[src/rtl/vga_data_gen_pkg.sv]
// Shared types and constants for the VGA test-pattern generator.
package vga_data_gen_pkg;

  typedef enum logic {
    IDLE = 1'b0,
    RUN  = 1'b1
  } state_t;

  localparam int DOUT_W = 16;

  // The counter is sized to hold DATA_DEPTH itself, so it never wraps within a frame.
  function automatic int cnt_width(input int depth);
    return $clog2(depth + 1);
  endfunction

endpackage

[src/rtl/vga_start_edge_det.sv]
// Rising-edge detector on the frame start request.
// start_d is the registered copy of start_i. start_pulse is high in the
// first cycle that start_i is seen high after being low.
module vga_start_edge_det (
  input  logic clk,
  input  logic rst,
  input  logic start_i,
  output logic start_pulse
);

  logic start_d;

  // Delay start_i by one cycle so that a rising edge can be detected.
  always_ff @(posedge clk or posedge rst) begin
    if (rst) begin
      start_d <= 1'b0;
    end else begin
      start_d <= start_i;
    end
  end

  assign start_pulse = start_i & ~start_d;

endmodule

[src/rtl/vga_data_gen.sv]
// Test-pattern source for the SDRAM frame-buffer writer.
// Each start request streams DATA_DEPTH words. The value of each word is the
// per-frame base plus the running index. The base advances by SPAN_NUM after
// every frame, so the picture scrolls from one frame to the next.
// Optional build macro VGA_GEN_DONE_EN adds the frame_done_o pulse output.
module vga_data_gen
  import vga_data_gen_pkg::*;
#(
  parameter int DATA_DEPTH = 1024 * 768,
  parameter int SPAN_NUM   = 9
) (
  input  logic              clk,
  input  logic              rst,
  input  logic              start_i,
  input  logic              wr_en,
`ifdef VGA_GEN_DONE_EN
  output logic              frame_done_o,
`endif
  output logic              data_en,
  output logic [DOUT_W-1:0] dout
);

  localparam int                CNT_W    = cnt_width(DATA_DEPTH);
  localparam logic [CNT_W-1:0]  LAST_IDX = CNT_W'(DATA_DEPTH - 1);
  localparam logic [DOUT_W-1:0] SPAN     = DOUT_W'(SPAN_NUM);

  state_t            state;
  logic [CNT_W-1:0]  counter;
  logic [DOUT_W-1:0] base;
  logic              start_pulse;
  logic              last_beat;

  vga_start_edge_det u_start_edge (
    .clk         (clk),
    .rst         (rst),
    .start_i     (start_i),
    .start_pulse (start_pulse)
  );

  // A beat moves on every edge where a frame is active and memory is ready.
  // Stalls therefore cost nothing.
  assign data_en   = (state == RUN) & wr_en;
  assign last_beat = data_en & (counter == LAST_IDX);

  // Frame sequencer. dout always holds the next word to be sent. While idle
  // it holds the base for the next frame. A start edge seen during a frame
  // is ignored.
  always_ff @(posedge clk or posedge rst) begin
    if (rst) begin
      state   <= IDLE;
      counter <= '0;
      base    <= '0;
      dout    <= '0;
    end else begin
      case (state)
        IDLE: begin
          if (start_pulse) begin
            state   <= RUN;
            counter <= '0;
            dout    <= base;
          end
        end
        RUN: begin
          if (last_beat) begin
            state   <= IDLE;
            counter <= '0;
            base    <= base + SPAN;
            dout    <= base + SPAN;
          end else if (data_en) begin
            counter <= counter + CNT_W'(1);
            dout    <= dout + DOUT_W'(1);
          end
        end
        default: begin
          state <= IDLE;
        end
      endcase
    end
  end

`ifdef VGA_GEN_DONE_EN
  // Single-cycle pulse in the cycle after the final beat of a frame.
  always_ff @(posedge clk or posedge rst) begin
    if (rst) begin
      frame_done_o <= 1'b0;
    end else begin
      frame_done_o <= last_beat;
    end
  end
`endif

endmodule

[config.mk]
export PLATFORM = sky130hd
export DESIGN_NAME = vga_data_gen
export DESIGN_NICKNAME = d
export VERILOG_FILES = /design/src/rtl/vga_data_gen_pkg.sv /design/src/rtl/vga_start_edge_det.sv /design/src/rtl/vga_data_gen.sv
export SDC_FILE = /design/constraint.sdc
export NUM_CORES = 1
export LEC_CHECK = 0
export BUFFER_PORTS_ARGS = -buffer_cell sky130_fd_sc_hd__buf_2
export CAP_MARGIN = 5
export CORE_MARGIN = 1
export CORE_UTILIZATION = 56
export DETAILED_ROUTE_END_ITERATION = 8
export HOLD_SLACK_MARGIN = 0.12
export PLACE_DENSITY = 0.84
export SYNTH_ARGS = -nofsm -noshare
export SYNTH_HDL_FRONTEND = slang
export SYNTH_HIERARCHICAL = 1
export SYNTH_SLANG_ARGS = --single-unit
[constraint.sdc]
create_clock -name clk -period 2.3 [get_ports clk]
set_clock_uncertainty 0.05 [all_clocks]
set_input_delay 0.46 -clock clk [delete_from_list [all_inputs] [get_ports clk]]
set_output_delay 0.46 -clock clk [all_outputs]
set_load 0.005 [all_outputs]
# Word-level counts from Yosys, hierarchy flattened
# Cells that the tools add are included.
# op_classes
n_mux	11
eq_ne	3
bitwise_logic	5
reduce_logical	2
add_sub_neg	3
# ops
operator	count
$mux 20	3
$mux 16	3
$pmux 20 s2	1
$pmux 16 s2	1
$add 20x1->20 const B	1
$eq 20x20->1 const B	1
$add 16x1->16 const B	1
$add 16x4->16 const B	1
$reduce_and 2->1	2
$and 1x1->1	3
$ne 3x2->1 const B	1
$mux 1	2
$ne 2x2->1 const B	1
$not 1->1	2
$pmux 1 s2	1
# word_totals
word_cells	29
ff_bits	54
output_inout_bits	17
in_bits	4

# Logic depth before layout (Yosys ltp)
# logic_depth
depth_word	4
mapped_depth	9
mapped_depth_nobuf	7

# Modules after synthesis
# Netlist, hierarchy kept.
# modules_own_cells
mod	area_per_inst_um2	cells_each	n_inst	seq_area_each_um2
vga_data_gen	3155.5	356	1	1326.3
vga_start_edge_det	42.5	3	1	25.0

# Worst setup path after synthesis
# No wires, ideal clock.
# synth_path
kind	input-to-reg
start	input start_i
end	register counter[17]
path_buffers	1
required_time_ps	2131
cell_stages	8
arrival_ps	1699
setup_slack_ps	432
setup_time_ps	119
cell_sequence	nor2b_4 > buf_2 > mux2i_1 > nor4_2 > nand3_1 > nor2_1 > xnor2_1 > nor2_1
# synth_via
elab_chain_len	3
# synth_rtl
element	line_no	rtl
start: declaration	vga_data_gen.sv:14	input logic start_i,
$and 1x1->1	vga_start_edge_det.sv:22	assign start_pulse = start_i & ~start_d;
$ne 2x2->1 (no source line)	--	
$reduce_and 2->1 (no source line)	--	
end signal: assignment	vga_data_gen.sv:70	counter <= counter + CNT_W'(1);
end: declaration	vga_data_gen.sv:28	logic [CNT_W-1:0] counter;
# Every way passes these cells.
# A chain may end at the register's enable or synchronous reset.

# Worst setup path after layout
# layout_path
start	register counter[1]
end	register base[15]
# layout_via
elab_chain_len	3
# layout_rtl
element	line_no	rtl
$eq 20x20->1	vga_data_gen.sv:43	assign last_beat = data_en & (counter == LAST_IDX);
$and 1x1->1	vga_data_gen.sv:43	
$reduce_and 2->1 (no source line)	--	
end signal: assignment	vga_data_gen.sv:67	base <= base + SPAN;
end: declaration	vga_data_gen.sv:29	logic [DOUT_W-1:0] base;
# Every way passes these cells.

==> results.toml <==
[global_route]
grt-ovfl-total = 0
grt_util_all_layers = 0.278
number_of_global_route_vias_before_repair = 2755
grt_first_pass_wirelength_mm = 13.2
grt_antenna_before_repair = 0
maximum_number_of_pins_on_one_net_before_global_route_repair = 26

[power]
switching_share_of_total_power = 0.344
p_comb_frac = 0.255
cellPowerDensity_nw_per_um2 = 689
power.switching_uw = 842
total_power_uw = 2450
power.share.clock = 0.232
cellLeakagePower_uw = 0.00159
p_int_uw = 1610
power.sequential.fraction = 0.513
vdd_ir_drop_max_mv = 0.440

[synth]
ys.flop_type = "dfrtp_1"
library_cells_used_by_synthesis = 48
async_reset_ff_frac = 1.00
syn-cell-area_um2 = 3200
synth_cells = 359
synth_top_cells_by_count = "dfrtp_1 (54), nand2_1 (45), nor2_1 (38)"
synth.net_count = 366
yosysMostFrequentCell = "dfrtp_1"
avg_cell_area_syn_um2 = 8.91
synth.yosys.seq_area_share = 0.423
synthesis.yosys.warnings = 6
synth.ff_latch_count = 54
synth_largest_area_cell = "dfrtp_1"
synthDominantCellAreaShare = 0.423
netlist_top_cells_area = "dfrtp_1 (42%), xnor2_1 (7.4%), xor2_1 (6.3%)"
synth_edf_count = 0

[timing]
fin_tns_setup_ns = 0
fin_hold_ws_ns = 0.211
final.period_utilization = 0.929
period_minus_slack_ns = 2.14
worst_slack_ns = 0.164
actual_slew_at_the_worst_max_slew_pin_ns = 0.526
slew_headroom = 0.649
drv_slew = 0
final-hold-violation-count = 0
count_of_final_setup_violators = 0
fmaxAchievable_ghz = 0.468
setup_repair_after_global_routing_missed_its_margin = "no"

[worst_setup_path]
worst_r2r_path_depth = 7
crit_path_class = "flip-flop to flip-flop"
worstSetupStartpointType = "flip-flop"
cp_data_required_time_ns = 2.46
path_max_fanout = 12
critPathMaxStageDelay_ns = 0.37
reg2reg_from = "counter[1]"
cp-startpoint = "counter[1]"
critical_path.cell_chain = "ha_1, nand2_1, nor4_4, nand4_4, nor3_1, nand4_1, xnor2_1"
minimum_setup_slack_among_reg_to_reg_paths_ns = 0.16
timing.critical_path.to_type = "flip-flop"
timing.critical_path.slowest_stage_cell = "dfrtp_1"
cp.arrival_ns = 2.29

[floorplan]
coreArea_um2 = 5510
die_area_um2 = 6020
starting_utilization_of_the_core_area = 0.581
fp.dieH_um = 77.6
design.portCount = 21
dieWidth_um = 77.6
rows = 27

[cells_and_area]
area_delta_synth_final_pct = 11.2
final.fill_count = 442
diodes = 0
finalNetCount = 396
utilization = 0.646
final_layout_size_suffix_gt1_frac = 0.159

[cts]
clk_latency_ns = 0.32
tritoncts = "done"
clock-sinks = 54
number_of_buffers_added_by_the_clock_tree_synthesis_step = 5
ctsHtreeMaxLevel = 2
cts.clk_slew.worst_paths_ns = 0.11
cts.path.max_buffers = 2
root_buffer = "clkbuf_8"

[place]
hpwl_mm = 5.59
placement.setup.worst_slack_ns = 0.0543
gp_routability_congestion = 0.913
port_buffers = 20

[routing]
final_antenna_net_count = 0
detail_route.drc_violations = 0
viasPerCell = 6.02
drt-wirelength-per-cell_um = 16.4
drt_iter0_drc = 127
drt_pre_antenna_iters = 4
totalWireLength_mm = 7.57
vias = 2780

[run]
max-cap-violations = 0

[min_path]
worst_min_delay_path_startpoint = "start_i"
hold_depth = 1
min_path_type = "input pin to flip-flop"

[status]
run_status = "finished, final reports clean"
[cell families (layout without fill, tap and decap cells)]
group,count (synthesis),in the layout,share of synthesized area
compound gates,63,63,0.117
mux,5,5,0.0160
buf+inv,27,58,0.0454
xor+xnor,50,50,0.137
simple gates,157,157,0.250
flops,54,54,0.423
fa+ha+maj,3,3,0.0117
[worst max-delay path: cells and delay by family, from the launching register on]
kind,cells,cell delay [ns]
and+or+nand+nor,5,1.23
DFF,1,0.37
adders and majority gates,1,0.22
xor gates and xnor gates,1,0.15
[flip-flops by register name, indices dropped and copies added (netlist names)]
name / count
state: 1
dout: 16
base: 16
u_start_edge/start_d: 1
counter: 20
[stage by stage]
stage | instance area (um2) | cells
after global routing | 3550 | 462
after floorplan | 3200 | 359
after CTS | 3540 | 462
after global placement | 3440 | 453
after detailed placement | 3440 | 453
final | 3550 | 462
[metal layers]
metal,vias up,wire length [um],global-route usage
li1,1310,-,-
met1,1357,3180,0.353
met2,95,3760,0.464
met3,18,419,0.0506
met4,0,208,0.121
met5,-,0,0
[timing repair]
action	CTS	global route
hold endpoints to repair	13	0
setup endpoints to repair	0	6
gates resized for setup	0	2
setup buffers	0	0
hold buffers	1	0
[final timing paths]
path	endpoint
worst min register to register	counter[19]
min in group asynchronous	u_start_edge/start_d
worst max register to register	base[15]
worst max-delay path	base[15]
worst min-delay path	u_start_edge/start_d
max in group asynchronous	base[14]
[layout by cell type (no fill, tap or decap), types with 15 or more instances in the layout]
cell      n
buf_2    20
a21oi_1  15
xnor2_1  27
o21ai_0  17
xor2_1   23
buf_4    19
nor2_1   38
dfrtp_1  54
nand3_1  19
nand4_1  15
nand2_1  45
[final cells by class]
class	count	area, um2	area share
timing repair buffer	41	273	0.0767
clock inverter	3	26.3	0.00739
sequential	54	1350	0.380
inverter	9	33.8	0.00950
multi-input combinational	278	1710	0.482
clock buffer	5	68.8	0.0194
tap	72	90.1	0.0253
[power groups by stage]
stage,Combinational [uW],Clock [uW],Sequential (uW)
2_1_floorplan,383,0,1250
5_1_grt,704,616,1280
3_3_place_gp,596,0,1260
4_1_cts,625,584,1250
6_report,624,568,1260
3_5_place_dp,622,0,1270
(Power assumes the default switching activity.)
